### config.mk
export PLATFORM = sky130hd
export DESIGN_NAME = ctrl_decode_stage
export DESIGN_NICKNAME = d
export VERILOG_FILES = /design/src/rtl/ctrl_pkg.sv /design/src/rtl/ctrl_decode.sv /design/src/rtl/ctrl_decode_stage.sv
export SDC_FILE = /design/constraint.sdc
export NUM_CORES = 1
export LEC_CHECK = 0
export ABC_AREA = 1
export CORE_MARGIN = 2
export CORE_UTILIZATION = 48
export CTS_CLUSTER_DIAMETER = 200
export DETAILED_ROUTE_END_ITERATION = 12
export PLACE_DENSITY = 0.95
export SYNTH_ARGS = -nofsm -noshare
export SYNTH_HDL_FRONTEND = slang
export SYNTH_SLANG_ARGS = --single-unit
### constraint.sdc
create_clock -name clk -period 2.1 [get_ports clk]
set_input_delay 0.42 -clock clk [delete_from_list [all_inputs] [get_ports clk]]
set_output_delay 0.42 -clock clk [all_outputs]
set_load 0.02 [all_outputs]
### src/rtl/ctrl_pkg.sv
// Shared decode types for the RV32 ID stage: opcodes, ALU op codes, control word.
// Latency: n/a (types and constants only).
// Backpressure: n/a.
// Contents: opcode / func7 constants, alu_op_e, wb_sel and jmp codes, ctrl_word_t.
package ctrl_pkg;

  localparam logic [6:0] OPC_R      = 7'b0110011;
  localparam logic [6:0] OPC_I      = 7'b0010011;
  localparam logic [6:0] OPC_LOAD   = 7'b0000011;
  localparam logic [6:0] OPC_STORE  = 7'b0100011;
  localparam logic [6:0] OPC_BRANCH = 7'b1100011;
  localparam logic [6:0] OPC_LUI    = 7'b0110111;
  localparam logic [6:0] OPC_AUIPC  = 7'b0010111;
  localparam logic [6:0] OPC_JAL    = 7'b1101111;
  localparam logic [6:0] OPC_JALR   = 7'b1100111;

  localparam logic [6:0] F7_BASE   = 7'b0000000;
  localparam logic [6:0] F7_ALT    = 7'b0100000;
  localparam logic [6:0] F7_MULDIV = 7'b0000001;

  localparam int ALU_OP_BITS = 5;

  typedef enum logic [ALU_OP_BITS-1:0] {
    ALU_ADD    = 5'd0,
    ALU_SLL    = 5'd1,
    ALU_SLT    = 5'd2,
    ALU_SLTU   = 5'd3,
    ALU_XOR    = 5'd4,
    ALU_SRL    = 5'd5,
    ALU_SRA    = 5'd6,
    ALU_OR     = 5'd7,
    ALU_AND    = 5'd8,
    ALU_SUB    = 5'd9,
    ALU_MUL    = 5'd10,
    ALU_MULH   = 5'd11,
    ALU_MULHSU = 5'd12,
    ALU_MULHU  = 5'd13,
    ALU_DIV    = 5'd14,
    ALU_DIVU   = 5'd15,
    ALU_REM    = 5'd16,
    ALU_REMU   = 5'd17
  } alu_op_e;

  localparam logic [1:0] WB_ALU = 2'd0;
  localparam logic [1:0] WB_MEM = 2'd1;
  localparam logic [1:0] WB_PC4 = 2'd2;

  localparam logic [1:0] JMP_NONE = 2'd0;
  localparam logic [1:0] JMP_JAL  = 2'd1;
  localparam logic [1:0] JMP_JALR = 2'd2;

  typedef struct packed {
    alu_op_e    alu_op;
    logic [2:0] mask;
    logic [2:0] br_type;
    logic [1:0] jmp;
    logic       reg_wr;
    logic       sel_a;
    logic       sel_b;
    logic       rd_en;
    logic       wr_en;
    logic [1:0] wb_sel;
    logic [4:0] rd;
    logic [4:0] rs1;
    logic [4:0] rs2;
    logic       illegal;
    logic       used_rs1;
    logic       used_rs2;
  } ctrl_word_t;

  // func3 -> ALU op for the func7=0 encodings shared by R-type and I-ALU.
  function automatic alu_op_e base_alu_op(input logic [2:0] f3);
    case (f3)
      3'b000:  return ALU_ADD;
      3'b001:  return ALU_SLL;
      3'b010:  return ALU_SLT;
      3'b011:  return ALU_SLTU;
      3'b100:  return ALU_XOR;
      3'b101:  return ALU_SRL;
      3'b110:  return ALU_OR;
      default: return ALU_AND;
    endcase
  endfunction

endpackage

### src/rtl/ctrl_decode.sv
// Combinational RV32I(+M) instruction decoder: instruction word -> ctrl_word_t.
// Latency: 0 cycles (pure combinational).
// Backpressure: none; the enclosing stage decides when the word is captured.
// Ports: instr_i instruction word; ctrl_o decoded control word incl. illegal flag.
module ctrl_decode
  import ctrl_pkg::*;
#(
  parameter bit EN_M = 1'b0
) (
  input  logic [31:0] instr_i,
  output ctrl_word_t  ctrl_o
);

  logic [6:0] opc;
  logic [2:0] f3;
  logic [6:0] f7;

  assign opc = instr_i[6:0];
  assign f3  = instr_i[14:12];
  assign f7  = instr_i[31:25];

  always_comb begin
    ctrl_o        = '0;
    ctrl_o.alu_op = ALU_ADD;
    ctrl_o.rd     = instr_i[11:7];
    ctrl_o.rs1    = instr_i[19:15];
    ctrl_o.rs2    = instr_i[24:20];
    case (opc)
      OPC_R: begin
        ctrl_o.reg_wr   = 1'b1;
        ctrl_o.sel_a    = 1'b1;
        ctrl_o.used_rs1 = 1'b1;
        ctrl_o.used_rs2 = 1'b1;
        if (f7 == F7_BASE)                        ctrl_o.alu_op = base_alu_op(f3);
        else if (f7 == F7_ALT && f3 == 3'b000)    ctrl_o.alu_op = ALU_SUB;
        else if (f7 == F7_ALT && f3 == 3'b101)    ctrl_o.alu_op = ALU_SRA;
        // M ops are laid out contiguously from ALU_MUL in func3 order.
        else if (EN_M && f7 == F7_MULDIV)         ctrl_o.alu_op = alu_op_e'(5'(ALU_MUL) + 5'(f3));
        else                                      ctrl_o.illegal = 1'b1;
      end
      OPC_I: begin
        ctrl_o.reg_wr   = 1'b1;
        ctrl_o.sel_a    = 1'b1;
        ctrl_o.sel_b    = 1'b1;
        ctrl_o.used_rs1 = 1'b1;
        // Only the shift-immediates carry a func7 field; other func3 use imm[11:5].
        case (f3)
          3'b001: begin
            if (f7 == F7_BASE) ctrl_o.alu_op  = ALU_SLL;
            else               ctrl_o.illegal = 1'b1;
          end
          3'b101: begin
            if (f7 == F7_BASE)     ctrl_o.alu_op  = ALU_SRL;
            else if (f7 == F7_ALT) ctrl_o.alu_op  = ALU_SRA;
            else                   ctrl_o.illegal = 1'b1;
          end
          default: ctrl_o.alu_op = base_alu_op(f3);
        endcase
      end
      OPC_LOAD: begin
        ctrl_o.reg_wr   = 1'b1;
        ctrl_o.sel_a    = 1'b1;
        ctrl_o.sel_b    = 1'b1;
        ctrl_o.rd_en    = 1'b1;
        ctrl_o.wb_sel   = WB_MEM;
        ctrl_o.mask     = f3;
        ctrl_o.used_rs1 = 1'b1;
      end
      OPC_STORE: begin
        ctrl_o.sel_a    = 1'b1;
        ctrl_o.sel_b    = 1'b1;
        ctrl_o.rd_en    = 1'b1;
        ctrl_o.wr_en    = 1'b1;
        ctrl_o.mask     = f3;
        ctrl_o.used_rs1 = 1'b1;
        ctrl_o.used_rs2 = 1'b1;
      end
      OPC_BRANCH: begin
        ctrl_o.sel_b    = 1'b1;
        ctrl_o.br_type  = f3;
        ctrl_o.used_rs1 = 1'b1;
        ctrl_o.used_rs2 = 1'b1;
      end
      OPC_LUI: begin
        ctrl_o.reg_wr = 1'b1;
        ctrl_o.sel_a  = 1'b1;
        ctrl_o.sel_b  = 1'b1;
      end
      OPC_AUIPC: begin
        ctrl_o.reg_wr = 1'b1;
        ctrl_o.sel_b  = 1'b1;
      end
      OPC_JAL: begin
        ctrl_o.reg_wr = 1'b1;
        ctrl_o.sel_b  = 1'b1;
        ctrl_o.wb_sel = WB_PC4;
        ctrl_o.jmp    = JMP_JAL;
      end
      OPC_JALR: begin
        ctrl_o.reg_wr   = 1'b1;
        ctrl_o.sel_a    = 1'b1;
        ctrl_o.sel_b    = 1'b1;
        ctrl_o.wb_sel   = WB_PC4;
        ctrl_o.jmp      = JMP_JALR;
        ctrl_o.used_rs1 = 1'b1;
        if (f3 != 3'b000) ctrl_o.illegal = 1'b1;
      end
      default: ctrl_o.illegal = 1'b1;
    endcase
    // An illegal word still flows to EX but must have no architectural side effects,
    // and must not stall the pipe on a register it never really reads.
    if (ctrl_o.illegal) begin
      ctrl_o.reg_wr   = 1'b0;
      ctrl_o.rd_en    = 1'b0;
      ctrl_o.wr_en    = 1'b0;
      ctrl_o.jmp      = JMP_NONE;
      ctrl_o.used_rs1 = 1'b0;
      ctrl_o.used_rs2 = 1'b0;
    end
  end

endmodule

### src/rtl/ctrl_decode_stage.sv
// Registered ID/EX decode stage with load-use bubble insertion and flush.
// Latency: 1 cycle, throughput 1 instr/cycle (one bubble after a dependent load).
// Backpressure: holds the control word while out_valid && !out_ready; in_ready drops.
// Ports: fetch side in_valid/in_ready/instr/pc, flush; EX side out_valid/out_ready,
//        out_pc/out_instr and the decoded control fields (alu_op .. illegal).
module ctrl_decode_stage
  import ctrl_pkg::*;
#(
  parameter bit EN_M        = 1'b0,
  parameter bit EN_LOAD_USE = 1'b1,
  parameter int ALU_OP_W    = 5
) (
  input  logic                clk,
  input  logic                reset,
  input  logic                in_valid,
  output logic                in_ready,
  input  logic [31:0]         instr,
  input  logic [31:0]         pc,
  input  logic                flush,
  output logic                out_valid,
  input  logic                out_ready,
  output logic [31:0]         out_pc,
  output logic [31:0]         out_instr,
  output logic [ALU_OP_W-1:0] alu_op,
  output logic [2:0]          mask,
  output logic [2:0]          br_type,
  output logic [1:0]          jmp,
  output logic                reg_wr,
  output logic                sel_A,
  output logic                sel_B,
  output logic                rd_en,
  output logic                wr_en,
  output logic [1:0]          wb_sel,
  output logic [4:0]          rd,
  output logic [4:0]          rs1,
  output logic [4:0]          rs2,
  output logic                illegal
);

  ctrl_word_t dec_w;
  ctrl_word_t ctrl_q, ctrl_d;
  logic [31:0] pc_q, pc_d, instr_q, instr_d;
  logic        v_q, v_d;
  logic        hz_v_q, hz_v_d;
  logic [4:0]  hz_rd_q, hz_rd_d;
  logic        bubble, in_fire, out_hs, is_load;

  ctrl_decode #(.EN_M(EN_M)) u_dec (
    .instr_i (instr),
    .ctrl_o  (dec_w)
  );

  // hz_v_q is only ever set for the single cycle right after the load left,
  // so each load can cost at most one bubble.
  assign bubble = EN_LOAD_USE && hz_v_q && v_q &&
                  ((ctrl_q.used_rs1 && ctrl_q.rs1 == hz_rd_q) ||
                   (ctrl_q.used_rs2 && ctrl_q.rs2 == hz_rd_q));

  assign out_valid = v_q && !bubble;
  assign in_ready  = !reset && !flush && (!v_q || (out_ready && !bubble));
  assign in_fire   = in_valid && in_ready;
  assign out_hs    = out_valid && out_ready;
  // Illegal words have rd_en cleared, so they never arm the interlock.
  assign is_load   = ctrl_q.rd_en && !ctrl_q.wr_en;

  always_comb begin
    v_d     = v_q;
    ctrl_d  = ctrl_q;
    pc_d    = pc_q;
    instr_d = instr_q;
    hz_v_d  = 1'b0;
    hz_rd_d = hz_rd_q;
    if (flush) begin
      // A handshake coincident with flush still completes on the EX side,
      // but the stage empties and no hazard is carried forward.
      v_d    = 1'b0;
      hz_v_d = 1'b0;
    end else begin
      if (EN_LOAD_USE && out_hs && is_load && ctrl_q.rd != 5'd0) begin
        hz_v_d  = 1'b1;
        hz_rd_d = ctrl_q.rd;
      end
      if (in_fire) begin
        v_d     = 1'b1;
        ctrl_d  = dec_w;
        pc_d    = pc;
        instr_d = instr;
      end else if (out_hs) begin
        v_d = 1'b0;
      end
    end
  end

  always_ff @(posedge clk) begin
    if (reset) begin
      v_q     <= 1'b0;
      ctrl_q  <= '0;
      pc_q    <= '0;
      instr_q <= '0;
      hz_v_q  <= 1'b0;
      hz_rd_q <= '0;
    end else begin
      v_q     <= v_d;
      ctrl_q  <= ctrl_d;
      pc_q    <= pc_d;
      instr_q <= instr_d;
      hz_v_q  <= hz_v_d;
      hz_rd_q <= hz_rd_d;
    end
  end

  assign out_pc    = pc_q;
  assign out_instr = instr_q;
  assign alu_op    = ALU_OP_W'(ctrl_q.alu_op);
  assign mask      = ctrl_q.mask;
  assign br_type   = ctrl_q.br_type;
  assign jmp       = ctrl_q.jmp;
  assign reg_wr    = ctrl_q.reg_wr;
  assign sel_A     = ctrl_q.sel_a;
  assign sel_B     = ctrl_q.sel_b;
  assign rd_en     = ctrl_q.rd_en;
  assign wr_en     = ctrl_q.wr_en;
  assign wb_sel    = ctrl_q.wb_sel;
  assign rd        = ctrl_q.rd;
  assign rs1       = ctrl_q.rs1;
  assign rs2       = ctrl_q.rs2;
  assign illegal   = ctrl_q.illegal;

endmodule

==> results_dict.tcl <==
set metrics [dict create \
    seq_area_frac_synth 0.418 \
    synthAdderAreaFrac 0 \
    fp.dieW_um 100 \
    mostFrequentLayoutCells "nand2_1 (220), clkdlybuf4s50_1 (166), dfxtp_1 (82)" \
    grt_setup_unrepaired "true" \
    h-tree-depth 3 \
    cp.arrival_ns 1.56 \
    routed_via_density 4.86 \
    start_kind "flop" \
    grt_start_max_net_pins 43 \
    setup_tns_ns 0 \
    dr.first_iter.drc_count 180 \
    dpl.hpwl_mm 9.07 \
    numClockSinks 93 \
    gp_congestion 0.936 \
    p_per_area_nw_per_um2 580 \
    hold_path.startpoint "out_instr[25]" \
    holdWs_ns 0.467 \
    synth-xor-area-share 0 \
    drtAntennaViolNets 0 \
    port_buffers 169 \
    outcome "completed" \
    yosys.cell_types.count 34 \
    grt_pass1_wl_mm 19.6 \
    rrSetupSlack_ns 0.27 \
    r2r-start "hz_rd_q[0]" \
    ir_worst_vdd_uv 395 \
    reg2reg_depth 13 \
    cts-hold-fix-buffers 0 \
    antenna_found_initial 0 \
    holdPathStages 2 \
    synthFlopType "dfxtp_1" \
    synthesis.area_um2 4460 \
    critPathKind "reg2out" \
    core_area_um2 9110 \
    dr_total_vias 4375 \
    synthMuxAreaShare 0 \
    ys_seq_elements 93 \
    hold_path_class "reg2reg" \
    cts_buffer_depth 2 \
    finalSetupViolCount 0 \
    postRouteWirelength_mm 12.3 \
    die_h_um 100 \
    critPathCaptureType "output pin" \
    initial_core_util 0.489 \
    synthesis.nets 709 \
    ios 171 \
    dp_slack_ns -0.127 \
    synth_top_family_by_area "simple AND/OR/NAND/NOR gates" \
    drive_gt1_frac 0.127 \
    timing.final.crit_period_ns 1.98 \
    avgSynthCellArea_um2 6.96 \
    clk_pin_slew_ns 0.09 \
    nNetsFinal 854 \
    cts_buffers 9 \
    fill_cells 726 \
    dp.cells 884 \
    dr.pass1.iters 5 \
    clock_latency_ns 0.36 \
    die-area_um2 10100 \
    slew_headroom 0.664 \
    seq_area_um2 1880 \
    async_reset_ff_frac 0 \
    synthSimpleGateAreaFrac 0.300 \
    synth_compound_area_frac 0.118 \
    finalWorstSetupSlack_ns 0.124 \
    fin_skew_ns 0.0150 \
    syn_to_final_growth_pct 41.7 \
    rr_endpoint "out_pc[14]" \
    drc 0 \
    worst_pin_slew_ns 0.504 \
    hold_viol 0 \
    required_ns 1.68 \
    fin_cells 901 \
    rows 35 \
    cp_max_fo 4 \
    final_common_cell "nand2_1" \
    gr-usage-all-layers 0.241 \
    gr-total-overflow 0 \
    synth.yosys.warnings 0 \
    post-route-period-util 0.941 \
    multi_input_area_um2 1880 \
    maxSlewViolCount 0 \
    p_leak_nw 2.54 \
    synth_edf_count 0 \
    hold_end "out_instr[25]" \
    grt_pass1_vias 4136 \
    tritoncts "done" \
    cap_violations 0 \
    fmax_mhz 506 \
    fin_util 0.693 \
    syn_inst 640 \
    wire_per_inst_um 13.6 \
    root_buffer "clkbuf_8" \
    n_antenna_cell 0 \
]
[layout make-up]
cell class              count  area share
clock buffers               9      0.0196
clock inverters             7      0.0125
inverters                  51      0.0303
multi-input cells         422       0.297
flip-flops and latches     93       0.297
well taps                 111      0.0220
repair buffers            208       0.322
[how the worst max path moves through the flow]
stage	startpoint	end
after floorplan	rs1[0]	hz_rd_q[0]
after global placement	out_ready	in_ready
after detailed placement	out_ready	in_ready
after CTS	hz_rd_q[0]	out_valid
after global routing	rs2[1]	out_valid
final	hz_rd_q[0]	in_ready
[sequential cells by signal (all words and copies together), names as in the netlist]
signal,count
jmp,2
rs1,4
rd_en,1
br_type,3
rd,4
illegal,1
v_q,1
reg_wr,1
ctrl_q,2
wb_sel,2
out_instr,20
rs2,4
hz_v_q,1
alu_op,4
mask,3
hz_rd_q,5
out_pc,32
wr_en,1
sel_B,1
sel_A,1
[cell usage after synthesis, types with 2 or more instances]
| cell type | count | share of area |
|---|---|---|
| inv_1 | 47 | 0.040 |
| a21oi_2 | 10 | 0.020 |
| inv_2 | 3 | 0.0025 |
| buf_6 | 9 | 0.023 |
| nor2_1 | 63 | 0.053 |
| dfxtp_1 | 93 | 0.42 |
| o21bai_1 | 2 | 0.0034 |
| buf_4 | 45 | 0.076 |
| nand4_1 | 3 | 0.0042 |
| nand2_1 | 220 | 0.19 |
| buf_2 | 9 | 0.010 |
| clkbuf_1 | 9 | 0.0076 |
| nand3_1 | 14 | 0.016 |
| nand2_2 | 11 | 0.015 |
| a21oi_1 | 74 | 0.083 |
| nor3_1 | 6 | 0.0067 |
| o21ai_0 | 4 | 0.0045 |
| o211ai_1 | 2 | 0.0034 |
[report_power, final]
part / internal [W] / switching, W / total, W
Sequential: 0.00181 / 0.0000297 / 0.00184
Combinational: 0.000295 / 0.000292 / 0.000587
Clock: 0.000565 / 0.000669 / 0.00123
Total: 0.00267 / 0.000991 / 0.00366
[layer usage]
layer,vias up,track usage,part of all wire
met2,148,0.421,0.50
met4,0,0.0885,0.022
li1,2236,-,-
met1,1965,0.304,0.43
met5,-,0,0
met3,26,0.0306,0.048
[metrics by stage]
step | total power [W] | area, um^2
finish | 0.00366 | 6320
global route | 0.00381 | 6320
CTS | 0.00369 | 6320
detailed placement | 0.00246 | 6100
global placement | 0.00245 | 6100
floorplan | 0.00217 | 4460
[critical path, cell delays in order, from the launching register on]
cell	delay, ns
dfxtp_2	0.36
inv_1	0.05
nand2_1	0.05
nand2_1	0.05
nor2_1	0.12
nand3_1	0.10
nand2_1	0.11
nand2_2	0.10
nand3_2	0.08
inv_1	0.04
clkbuf_2	0.14
[cells by family after synthesis]
group | count (synthesis)
AND/OR/NAND/NOR | 326
AO/OA/AOI/OAI | 95
other | 1
buffers and inverters | 125
flip-flops | 93
[timing repair]
action	4_1_cts	5_1_grt
buffers inserted	1	0
endpoints found under the setup margin	2	2
resized for setup	14	3
(Power assumes the default switching activity.)
